==> config.mk <==
export PLATFORM = sky130hd
export DESIGN_NAME = calc1_unit
export DESIGN_NICKNAME = d
export VERILOG_FILES = /design/src/rtl/calc1_unit.sv
export SDC_FILE = /design/constraint.sdc
export NUM_CORES = 2
export LEC_CHECK = 0
export ABC_AREA = 1
export BUFFER_PORTS_ARGS = -buffer_cell sky130_fd_sc_hd__clkbuf_2
export CORE_ASPECT_RATIO = 0.8
export CORE_MARGIN = 2
export CORE_UTILIZATION = 35
export DETAILED_ROUTE_END_ITERATION = 7
export HOLD_SLACK_MARGIN = 0.03
export PLACE_DENSITY = 0.59
export SYNTH_ARGS = -nofsm -noshare
export SYNTH_HDL_FRONTEND = slang
export SYNTH_SLANG_ARGS = --single-unit
==> constraint.sdc <==
create_clock -name c_clk -period 175.7 [get_ports c_clk]
set_clock_uncertainty 0.1 [all_clocks]
set_input_delay 35.14 -clock c_clk [delete_from_list [all_inputs] [get_ports c_clk]]
set_output_delay 35.14 -clock c_clk [all_outputs]
set_load 0.02 [all_outputs]
==> src/rtl/calc1_unit.sv <==
// Four-port integer calculator: each port takes cmd+operand1, then operand2, and answers
// two edges later with a one-cycle response code and a held result.
// Vectors are declared [N-1:0]; legacy big-endian bit 0 is the MSB here, so op2[27:31] is op2[4:0].

module calc1_port (
  input  logic        clk,
  input  logic        rst,
  input  logic [3:0]  cmd_in,
  input  logic [31:0] data_in,
  output logic [31:0] out_data,
  output logic [1:0]  out_resp
);
  // state | meaning
  // IDLE  | waiting for a non-zero command; out_resp cleared
  // OP2   | operand1 and command held, sampling operand2
  // RESP  | result computed, publishing response on the next edge
  localparam logic [1:0] IDLE = 2'd0;
  localparam logic [1:0] OP2  = 2'd1;
  localparam logic [1:0] RESP = 2'd2;

  localparam logic [3:0] CMD_ADD = 4'd1;
  localparam logic [3:0] CMD_SUB = 4'd2;
  localparam logic [3:0] CMD_SHL = 4'd5;
  localparam logic [3:0] CMD_SHR = 4'd6;

  localparam logic [1:0] RESP_OK  = 2'd1;
  localparam logic [1:0] RESP_ERR = 2'd2;

  logic [1:0]  state;
  logic [3:0]  cmd_q;
  logic [31:0] op1;
  logic [31:0] op2;
  logic [32:0] sum;
  logic [31:0] res_data;
  logic [1:0]  res_resp;

  always_comb begin
    sum      = {1'b0, op1} + {1'b0, op2};
    res_data = '0;
    res_resp = RESP_ERR;
    case (cmd_q)
      CMD_ADD: begin
        if (!sum[32]) begin
          res_data = sum[31:0];
          res_resp = RESP_OK;
        end
      end
      CMD_SUB: begin
        if (op2 <= op1) begin
          res_data = op1 - op2;
          res_resp = RESP_OK;
        end
      end
      CMD_SHL: begin
        res_data = op1 << op2[4:0];
        res_resp = RESP_OK;
      end
      CMD_SHR: begin
        res_data = op1 >> op2[4:0];
        res_resp = RESP_OK;
      end
      default: begin
        res_data = '0;
        res_resp = RESP_ERR;
      end
    endcase
  end

  always_ff @(posedge clk or posedge rst) begin
    if (rst) begin
      state    <= IDLE;
      cmd_q    <= '0;
      op1      <= '0;
      op2      <= '0;
      out_data <= '0;
      out_resp <= '0;
    end else begin
      case (state)
        IDLE: begin
          out_resp <= '0;
          if (cmd_in != 4'd0) begin
            cmd_q <= cmd_in;
            op1   <= data_in;
            state <= OP2;
          end
        end
        OP2: begin
          op2   <= data_in;
          state <= RESP;
        end
        RESP: begin
          out_resp <= res_resp;
          out_data <= res_data;
          state    <= IDLE;
        end
        default: state <= IDLE;
      endcase
    end
  end
endmodule

module calc1_unit (
  input  logic        c_clk,
  input  logic [6:0]  reset,
  input  logic [3:0]  req1_cmd_in,
  input  logic [31:0] req1_data_in,
  input  logic [3:0]  req2_cmd_in,
  input  logic [31:0] req2_data_in,
  input  logic [3:0]  req3_cmd_in,
  input  logic [31:0] req3_data_in,
  input  logic [3:0]  req4_cmd_in,
  input  logic [31:0] req4_data_in,
  output logic [31:0] out_data1,
  output logic [1:0]  out_resp1,
  output logic [31:0] out_data2,
  output logic [1:0]  out_resp2,
  output logic [31:0] out_data3,
  output logic [1:0]  out_resp3,
  output logic [31:0] out_data4,
  output logic [1:0]  out_resp4
);
  // Any of the seven reset lines clears every port asynchronously.
  logic rst;
  assign rst = |reset;

  calc1_port u_port1 (.clk(c_clk), .rst(rst), .cmd_in(req1_cmd_in), .data_in(req1_data_in),
                      .out_data(out_data1), .out_resp(out_resp1));
  calc1_port u_port2 (.clk(c_clk), .rst(rst), .cmd_in(req2_cmd_in), .data_in(req2_data_in),
                      .out_data(out_data2), .out_resp(out_resp2));
  calc1_port u_port3 (.clk(c_clk), .rst(rst), .cmd_in(req3_cmd_in), .data_in(req3_data_in),
                      .out_data(out_data3), .out_resp(out_resp3));
  calc1_port u_port4 (.clk(c_clk), .rst(rst), .cmd_in(req4_cmd_in), .data_in(req4_data_in),
                      .out_data(out_data4), .out_resp(out_resp4));
endmodule

==> flow_metrics.tcl <==
set metrics [dict create \
    syn_area_per_cell_um2 5.57 \
    grt_pass1_wl_um 329000 \
    ys_warn_count 0 \
    grt_max_degree 77 \
    fp.dieW_um 423 \
    ant_nets 0 \
    multi_input_area_um2 32700 \
    path_clk_slew_ps 60 \
    crit_chain "clkbuf_2 -> or4_1 -> nor4_2 -> buf_4 -> buf_4 -> buf_4" \
    min_period_ps 37910 \
    fin_nets 9234 \
    gp_congestion 1.01 \
    async_flop_share_pct 100 \
    fin_setup_tns_ps 0 \
    ys_seq_area_share_pct 21.2 \
    crit_family "buffers and inverters" \
    drv_slew 0 \
    start_kind "input pin" \
    rows 122 \
    clockBufferDepth 3 \
    wl_met3_um 24300 \
    ios 288 \
    post-route-period-util_pct 21.6 \
    r2r_setup_slack_ps 171120 \
    met1_length_um 104000 \
    synth_area_um2 49100 \
    ys_top_cells_by_area "nand2_1, dfrtp_1, nand3_1" \
    yosys_register_bits 416 \
    cts_tree "built" \
    synthesis.nets 9237 \
    area_growth_pct 8.55 \
    maxClockFrequency_mhz 26.4 \
    die_h_um 339 \
    seqCellArea_um2 10400 \
    hold_viol 0 \
    status "completed" \
    routed_wl_um 222000 \
    coreArea_um2 139000 \
    drc 0 \
    reg2reg_depth 14 \
    grt_pass1_vias 51141 \
    slowest_delay_ps 850 \
    first_pass_iters 6 \
    clkLatencyLatePin_ps 690 \
    port_buffers 287 \
    dp_cells 10623 \
    yosysTopAreaCellShare_pct 24.7 \
    maxCapViolCount 0 \
    hold_path_startpoint "u_port4.out_resp[0]$_DFFE_PP0P_" \
    worstPathArrival_ps 38470 \
    min_path_cells 2 \
    rsz0062_at_grt "false" \
    worst-path-buf-inv 4 \
    overflow 0 \
    r2r_end "u_port3.out_data[10]$_DFFE_PP0P_" \
    initial_core_util_pct 35.4 \
    clkSinkCount 416 \
    synth-main-ff-cell "dfrtp_1" \
    vias_per_cell 5.38 \
    setup_viol 0 \
    hpwl_um 177000 \
    crit_type "input pin to async pin" \
    nFillCells 15830 \
    netlist_instances 8817 \
    routedWlPerCell_um 20.7 \
    grt_antenna_before_repair 18 \
    synth_area_leader_cell "nand2_1" \
    crit_top_cell "buf_4" \
    slew_headroom_pct 20.8 \
    hold_end "u_port4.out_resp[0]$_DFFE_PP0P_" \
    postCtsSetupBuffers 0 \
    cts_buffers 49 \
    htree_levels 2 \
    crit_slowest_cell "buf_4" \
    first_iter_violations 7355 \
    hold_class "register to register" \
    vias 57690 \
    dpl_worst_slack_ps 137020 \
    crit-reg2reg-launch "u_port3.op2[3]$_DFFE_PP0N_" \
    cts_resized 0 \
    drive_above_1_share_pct 7.31 \
    setup_slack_ps 137790 \
    cts-root-buf "clkbuf_16" \
    hold_buffers 0 \
    yosysUniqueCellTypes 49 \
    required_ps 176250 \
    wl_met2_um 88300 \
    dieArea_um2 143000 \
    synth_edf_count 0 \
    gr-usage-all-layers_pct 29.7 \
    max_slew.worst_pin.slew_ps 1180 \
    worstSetupEndpointType "async pin" \
    topRoutingLayerUsed "met5" \
    layoutNonFillerInstCount 10720 \
    cp_max_fo 70 \
]
-- sequential cells by signal, summed over array words and instances, names as in the netlist, 4 cells and up --
signal	cells
u_port3.cmd_q	4
u_port4.out_data	32
u_port3.out_data	32
u_port2.cmd_q	4
u_port1.op2	32
u_port4.op2	32
u_port4.cmd_q	4
u_port2.op1	32
u_port4.op1	32
u_port1.op1	32
u_port2.op2	32
u_port3.op1	32
u_port3.op2	32
u_port1.out_data	32
u_port2.out_data	32
u_port1.cmd_q	4
-- routing by layer --
layer | track usage (%) | vias to the layer above
met5 | 0 | -
met2 | 41.4 | 2817
met4 | 8.24 | 18
li1 | - | 27680
met3 | 5.94 | 295
met1 | 45.6 | 26880
-- cells in the final DEF, fill, tap and decap left out, types with 5 or more instances in the layout --
cell,Yosys,routed
diode_2,0,7
ha_1,260,260
clkbuf_1,216,5
clkinv_2,0,11
a21o_1,7,7
clkbuf_8,0,6
a21oi_1,369,369
inv_1,1090,1088
dfrtp_2,0,7
a21boi_0,17,17
nor3_1,52,52
clkbuf_16,0,49
and2_1,12,12
clkinvlp_4,0,6
nor2_2,8,11
nand4_1,99,99
o21bai_1,55,55
dfrtp_1,416,409
nor2_1,886,877
o211ai_1,41,41
fa_1,8,8
buf_4,29,73
inv_2,29,36
or2_2,119,119
mux2i_1,30,30
clkinv_1,14,9
o21ai_1,11,11
a31oi_1,5,5
xor2_1,105,105
o21ai_0,498,498
nand3_1,963,963
clkbuf_2,3,287
nand3b_1,10,10
and3_1,11,11
nor4_1,7,6
a21oi_2,7,7
o21a_1,9,9
nor2_4,2,8
nand2_1,3236,3236
xnor2_1,7,7
-- Yosys cell counts (9+ instances only) --
| master | number |
|---|---|
| ha_1 | 260 |
| a21oi_1 | 369 |
| nor3_1 | 52 |
| buf_4 | 29 |
| buf_2 | 117 |
| o21ai_1 | 11 |
| nand4_1 | 99 |
| a21boi_0 | 17 |
| inv_1 | 1090 |
| clkinv_1 | 14 |
| o21bai_1 | 55 |
| mux2i_1 | 30 |
| inv_2 | 29 |
| nand2_1 | 3236 |
| xor2_1 | 105 |
| nor2_1 | 886 |
| or2_2 | 119 |
| dfrtp_1 | 416 |
| clkbuf_1 | 216 |
| buf_1 | 41 |
| o211ai_1 | 41 |
| and3_1 | 11 |
| o21a_1 | 9 |
| and2_1 | 12 |
| nand3_1 | 963 |
| o21ai_0 | 498 |
| nand3b_1 | 10 |
-- worst register-to-register path, stage by stage, from the launching register on --
cell and delay [ps]:
dfrtp_1 370, buf_4 300, inv_2 110, buf_4 660, ha_1 450, nand2_1 120
nor3_1 540, nand3_1 160, nand3_1 110, nand2_1 120, a21oi_4 750, nand2_1 330
nand3_1 270, nand2_1 80, inv_1 50
-- how the worst max path moves through the flow --
stage,startpoint,endpoint,slack (ps),cells past startpoint
final,reset[1],u_port1.state[0]$_DFFE_PP0P_,137790,6
after global routing,reset[1],u_port1.op1[12]$_DFFE_PP0P_,137330,6
after CTS,reset[1],u_port1.state[0]$_DFFE_PP0P_,137750,6
after detailed placement,reset[1],u_port1.state[0]$_DFFE_PP0P_,137020,6
after global placement,reset[1],u_port1.cmd_q[2]$_DFFE_PP0P_,137020,6
after floorplan,reset[4],u_port1.cmd_q[0]$_DFFE_PP0P_,82720,1
-- cell type report --
type                       instances  share of cell area [%]
multi-input combinational       6854                    61.2
sequential                       416                    19.5
inverter                        1133                    7.97
tap                             1860                    4.36
timing repair buffer             360                    3.72
clock buffer                      60                    2.49
clock inverter                    30                   0.654
antenna                            7                  0.0328
-- per-stage QoR --
stage,util (%),cell area [um^2],hold WS (ps)
after detailed placement,37.2,51600,368
after global placement,37.2,51600,362
after CTS,38.4,53300,383
after global routing,38.4,53300,402
final,38.4,53300,381
after floorplan,-,49100,353
-- kinds of logic (layout without fill, tap and decap cells) --
family | Yosys count | count (layout) | share of synthesized area [%]
adders and majority gates | 268 | 268 | 6.95
and+or+nand+nor | 5415 | 5415 | 45.4
AOI/OAI and AO/OA | 1029 | 1029 | 11.4
DFF | 416 | 416 | 21.2
buffers and inverters | 1547 | 1583 | 12.5
xor gates and xnor gates | 112 | 112 | 2.00
other | 0 | 7 | 0
muxes | 30 | 30 | 0.611
Power is not shown: default switching activity piles up to over one toggle a cycle in this logic, so the estimate is an artifact.
